==> config.mk <==
export PLATFORM = sky130hd
export DESIGN_NAME = firebird7_in_gate2_ijtag_tdr_reader
export DESIGN_NICKNAME = d
export VERILOG_FILES = /design/src/rtl/firebird7_in_gate2_ijtag_tdr_reader.sv
export SDC_FILE = /design/constraint.sdc
export NUM_CORES = 1
export LEC_CHECK = 0
export ABC_AREA = 1
export BUFFER_PORTS_ARGS = -buffer_cell sky130_fd_sc_hd__clkbuf_2
export CORE_UTILIZATION = 40
export DETAILED_ROUTE_END_ITERATION = 10
export RECOVER_POWER = 100
export SYNTH_ARGS = -nofsm -noshare
export SYNTH_HDL_FRONTEND = slang
export SYNTH_SLANG_ARGS = --single-unit
==> constraint.sdc <==
create_clock -name ijtag_tck -period 1.5 [get_ports ijtag_tck]
set_clock_uncertainty 0.15 [all_clocks]
set_input_delay 0.225 -clock ijtag_tck [delete_from_list [all_inputs] [get_ports ijtag_tck]]
set_output_delay 0.225 -clock ijtag_tck [all_outputs]
set_load 0.03 [all_outputs]
==> src/rtl/firebird7_in_gate2_ijtag_tdr_reader.sv <==
// IJTAG TDR reader: one capture-shift-update per accepted start; optional compare under FIREBIRD7_TDR_READER_CMP_EN.
// Latency: done pulses TDR_LEN+2 cycles after accept; starts arriving while busy are dropped, never queued.
module firebird7_in_gate2_ijtag_tdr_reader #(
  parameter int TDR_LEN = 18
) (
  input  logic               ijtag_tck,
  input  logic               ijtag_reset,
  input  logic               start,
  input  logic [TDR_LEN-1:0] wr_data,
`ifdef FIREBIRD7_TDR_READER_CMP_EN
  input  logic [TDR_LEN-1:0] expect_data,
  output logic               mismatch,
`endif
  output logic               busy,
  output logic               done,
  output logic [TDR_LEN-1:0] rd_data,
  output logic               ijtag_sel,
  output logic               ijtag_ce,
  output logic               ijtag_se,
  output logic               ijtag_ue,
  output logic               ijtag_si,
  input  logic               ijtag_so
);

  localparam int CW = $clog2(TDR_LEN + 1);

  typedef enum logic [2:0] {
    S_IDLE,
    S_CAPTURE,
    S_SHIFT,
    S_UPDATE,
    S_DONE
  } state_t;

  state_t             r_state;
  state_t             w_next;
  logic [CW-1:0]      r_cnt;
  logic [TDR_LEN-1:0] r_buf;
  logic [TDR_LEN-1:0] r_rd;
  logic               r_busy;
  logic               r_done;
  logic               r_sel;
  logic               r_ce;
  logic               r_se;
  logic               r_ue;
  logic               r_si;
  logic               w_accept;

  assign w_accept = (r_state == S_IDLE) && start;

  always_ff @(posedge ijtag_tck or negedge ijtag_reset) begin
    if (!ijtag_reset) begin
      r_state <= S_IDLE;
    end else begin
      r_state <= w_next;
    end
  end

  always_comb begin
    w_next = r_state;
    case (r_state)
      S_IDLE:    if (start) w_next = S_CAPTURE;
      S_CAPTURE: w_next = S_SHIFT;
      S_SHIFT:   if (r_cnt == '0) w_next = S_UPDATE;
      S_UPDATE:  w_next = S_DONE;
      S_DONE:    w_next = S_IDLE;
      default:   w_next = S_IDLE;
    endcase
  end

  // Control outputs are flops decoded from the next state, so they change only on the clock edge.
  always_ff @(posedge ijtag_tck or negedge ijtag_reset) begin
    if (!ijtag_reset) begin
      r_busy <= 1'b0;
      r_done <= 1'b0;
      r_sel  <= 1'b0;
      r_ce   <= 1'b0;
      r_se   <= 1'b0;
      r_ue   <= 1'b0;
    end else begin
      r_busy <= (w_next != S_IDLE);
      r_done <= (w_next == S_DONE);
      r_sel  <= (w_next == S_CAPTURE) || (w_next == S_SHIFT) || (w_next == S_UPDATE);
      r_ce   <= (w_next == S_CAPTURE);
      r_se   <= (w_next == S_SHIFT);
      r_ue   <= (w_next == S_UPDATE);
    end
  end

  // Loaded with TDR_LEN-1 so SHIFT spans counts TDR_LEN-1 down to 0; parks at 0 instead of wrapping.
  always_ff @(posedge ijtag_tck or negedge ijtag_reset) begin
    if (!ijtag_reset) begin
      r_cnt <= '0;
    end else if (r_state == S_CAPTURE) begin
      r_cnt <= CW'(TDR_LEN - 1);
    end else if ((r_state == S_SHIFT) && (r_cnt != '0)) begin
      r_cnt <= r_cnt - 1'b1;
    end
  end

  // si is presented one cycle ahead of the edge that shifts it; so is sampled on every SHIFT edge.
  always_ff @(posedge ijtag_tck or negedge ijtag_reset) begin
    if (!ijtag_reset) begin
      r_buf <= '0;
      r_si  <= 1'b0;
      r_rd  <= '0;
    end else begin
      if (w_accept) begin
        r_buf <= wr_data;
      end else if (w_next == S_SHIFT) begin
        r_buf <= r_buf >> 1;
      end
      r_si <= (w_next == S_SHIFT) ? r_buf[0] : 1'b0;
      if (r_state == S_SHIFT) begin
        r_rd <= {ijtag_so, r_rd[TDR_LEN-1:1]};
      end
    end
  end

`ifdef FIREBIRD7_TDR_READER_CMP_EN
  logic r_mismatch;

  always_ff @(posedge ijtag_tck or negedge ijtag_reset) begin
    if (!ijtag_reset) begin
      r_mismatch <= 1'b0;
    end else if (w_accept) begin
      r_mismatch <= 1'b0;
    end else if (w_next == S_DONE) begin
      r_mismatch <= (r_rd != expect_data);
    end
  end

  assign mismatch = r_mismatch;
`endif

  assign busy      = r_busy;
  assign done      = r_done;
  assign rd_data   = r_rd;
  assign ijtag_sel = r_sel;
  assign ijtag_ce  = r_ce;
  assign ijtag_se  = r_se;
  assign ijtag_ue  = r_ue;
  assign ijtag_si  = r_si;

endmodule

==> flow_metrics.env <==
export IMPL_outcome="finished, violations left"
export IMPL_violations="setup timing"
export IMPL_grt_usage_pct=17.8
export IMPL_dr_pass1_iters=4
export IMPL_ctsLongestPathBuffers=2
export IMPL_clock_latency_ns=0.30
export IMPL_drc=0
export IMPL_cts_buffers=5
export IMPL_p_total_uw=6790
export IMPL_vias=2013
export IMPL_synthCells=275
export IMPL_clk_pin_slew_worst_paths_ns=0.10
export IMPL_slew_viol_final=0
export IMPL_crit_arrival_ns=1.57
export IMPL_dr_wl_met3_um=170
export IMPL_worstMarginPinSlew_ns=0.692
export IMPL_clkPwrFrac_pct=16.6
export IMPL_drive_gt1_share_pct=28.4
export IMPL_critPathMaxStageDelay_ns=0.40
export IMPL_cts_tree="done"
export IMPL_fin_ws_ns=-0.0199
export IMPL_grt_pass1_wl_mm=8.65
export IMPL_antenna_found_initial=0
export IMPL_cpMaxStageDelayCell="dfrtp_1"
export IMPL_min_path_cells=5
export IMPL_ff2ff_path_depth=9
export IMPL_htreeDepth=2
export IMPL_diodes=0
export IMPL_crit_top_cell="nand2_1"
export IMPL_min_path_type="in -> reg"
export IMPL_maxCapViolations=0
export IMPL_p_sw_share_pct=44.2
export IMPL_die_h_um=78.8
export IMPL_worstPathRequired_ns=1.55
export IMPL_syn_area_per_cell_sq_um=8.59
export IMPL_start_util_pct=42.1
export IMPL_yosysWarnings=0
export IMPL_io_buffers=46
export IMPL_leakage_uw=0.00161
export IMPL_avgRoutedWirePerCell_um=12.7
export IMPL_area_growth_pct=26.3
export IMPL_via_per_inst=4.86
export IMPL_combPwrFrac_pct=51.2
export IMPL_finalSetupTns_ns=-0.113
export IMPL_drtIter0Drc=119
export IMPL_antenna_left=0
export IMPL_clock_sinks=51
export IMPL_crit_path_end_kind="register"
export IMPL_setup_viol=12
export IMPL_ioPinCount=47
export IMPL_die_w_um=78.8
export IMPL_yosysSeqAreaShare_pct=54.1
export IMPL_root_buffer="clkbuf_8"
export IMPL_p_int_uw=3790
export IMPL_die_area_sq_mm=0.00621
export IMPL_wl_mm=5.24
export IMPL_p_sw_uw=3000
export IMPL_finalWeightedCongestion=0.783
export IMPL_syn_area_sq_mm=0.00236
export IMPL_top_layer="met4"
export IMPL_critPathTopFamily="simple AND/OR/NAND/NOR gates"
export IMPL_core_sq_mm=0.00561
export IMPL_power_density_mw_per_mm2=2280
export IMPL_worst_setup_path_type="reg -> reg"
export IMPL_grt_setup_unrepaired="yes"
export IMPL_seqPwrFrac_pct=32.2
export IMPL_hold_viol=0
export IMPL_final_nets=365
export IMPL_first_global_vias=1859
export IMPL_worstSetupStartpointType="register"
export IMPL_path_cells="inv_2 -> ha_4 -> inv_2 -> nor2_1 -> nand2_1 -> nand2_4 -> nand3_4 -> nand2_1 -> nand2_1"
export IMPL_hpwl_mm=3.35
export IMPL_grt_overflow=0
export IMPL_ys_types=21
export IMPL_synth_ff_latch_count=51
export IMPL_slew_headroom_pct=53.9
export IMPL_finalCritPeriodShare_pct=101
export IMPL_wl_met2_mm=2.34
export IMPL_critPathBufInv=2
export IMPL_synthesis_nets=299
export IMPL_fp_row_count=27
export IMPL_grt_max_degree=52
export IMPL_crit_fanout=8
export IMPL_ir_drop_v=0.000978
export IMPL_final_min_clock_period_ns=1.52
export IMPL_met1Wirelength_mm=2.65
export IMPL_path_depth=9
export IMPL_fmax_mhz=658
-- through the flow --
step	worst slack, ns	instances	cell area [sq um]	utilization (%)	hold slack, ns
3_5_place_dp	-0.0518	399	2760	49.2	0.0906
3_3_place_gp	-0.0260	399	2760	49.2	0.0954
4_1_cts	0.0110	412	2970	52.9	0.0931
6_report	-0.0199	414	2980	53.2	0.0932
2_1_floorplan	0.00576	275	2360	-	-0.221
5_1_grt	-0.107	414	2980	53.2	0.104
-- what timing repair did --
action | 4_1_cts | 5_1_grt
setup buffers | 1 | 1
cloned | 1 | 1
pin swaps | 0 | 4
resized for setup | 7 | 8
setup endpoints to repair | 18 | 26
hold buffers | 3 | 0
endpoints found under the hold margin | 53 | 0
-- routing by layer --
| layer | vias up | global-route usage, % |
|---|---|---|
| met2 | 36 | 27.6 |
| met3 | 7 | 3.45 |
| met1 | 933 | 25.1 |
| li1 | 1037 | - |
| met5 | - | 0 |
| met4 | 0 | 6.00 |
-- path summary, 6_finish.rpt --
| path | start | slack (ns) | to |
|---|---|---|---|
| setup / recovery | r_cnt[1]$_DFFE_PN0P_ | -0.02 | r_buf[8]$_DFFE_PN0P_ |
| hold / removal | wr_data[6] | 0.09 | r_buf[6]$_DFFE_PN0P_ |
| setup reg to reg | r_cnt[1]$_DFFE_PN0P_ | -0.02 | r_buf[8]$_DFFE_PN0P_ |
| hold reg to reg | rd_data[0]$_DFFE_PN0N_ | 0.34 | rd_data[0]$_DFFE_PN0N_ |
| max in group asynchronous | ijtag_reset | 0.28 | r_buf[15]$_DFFE_PN0P_ |
| min in group asynchronous | ijtag_reset | 0.46 | rd_data[4]$_DFFE_PN0N_ |
-- cell usage after synthesis --
| master | count | area, sq um |
|---|---|---|
| a21boi_0 | 1 | 7.51 |
| buf_2 | 11 | 55.1 |
| buf_6 | 4 | 45.0 |
| clkbuf_1 | 2 | 7.51 |
| dfrtp_1 | 51 | 1280 |
| ha_1 | 2 | 25.0 |
| inv_1 | 16 | 60.1 |
| inv_2 | 1 | 3.75 |
| nand2_1 | 105 | 394 |
| nand2_2 | 2 | 12.5 |
| nand2_4 | 1 | 11.3 |
| nand3_1 | 10 | 50.1 |
| nand3_2 | 1 | 10.0 |
| nand3_4 | 1 | 17.5 |
| nand4_1 | 34 | 213 |
| nor2_1 | 8 | 30.0 |
| nor2_4 | 2 | 22.5 |
| o21ai_0 | 19 | 95.1 |
| o21ai_1 | 2 | 10.0 |
| or2_2 | 1 | 6.26 |
| xor2_1 | 1 | 8.76 |
-- cells in the final DEF, fill, tap and decap left out, types with 8 or more instances in the layout --
cell type,count
nor2_1,8
buf_4,19
inv_1,12
dfrtp_1,51
nand4_1,34
o21ai_0,18
clkbuf_2,48
nand3_1,10
nand2_1,102
-- tightest hold or removal path: stages --
cell	delay, ns
clkbuf_2	0.08
nand4_1	0.07
nand2_1	0.05
nand2_1	0.05
nand2_1	0.04
-- power groups by stage --
stage	Combinational, uW	Clock, uW	Sequential, uW
2_1_floorplan	1890	0	2620
3_3_place_gp	3200	0	2190
3_5_place_dp	3250	0	2190
4_1_cts	3400	1140	2180
5_1_grt	3890	1200	2250
6_report	3480	1130	2190
-- final cells by class --
type,count,area (sq um)
Sequential cell,51,1280
Clock buffer,6,72.6
Timing Repair Buffer,74,454
Inverter,17,63.8
Multi-Input combinational cell,192,966
Clock inverter,2,60.1
Tap cell,72,90.1
Fill cell,559,2630
-- registers in the layout (all words and copies together) (netlist names) --
register   count
r_cnt          5
rd_data       18
ijtag_sel      1
r_state        3
ijtag_ce       1
ijtag_si       1
ijtag_se       1
busy           1
done           1
ijtag_ue       1
r_buf         18
-- kinds of logic (layout without fill, tap and decap cells) --
group / Yosys count / after routing / synth area share, %
fa+ha+maj: 2 / 2 / 1.06
xor+xnor: 1 / 1 / 0.371
simple gates: 165 / 167 / 32.5
flops: 51 / 51 / 54.1
buf+inv: 34 / 99 / 7.26
compound gates: 22 / 22 / 4.77
(Power assumes the default switching activity.)
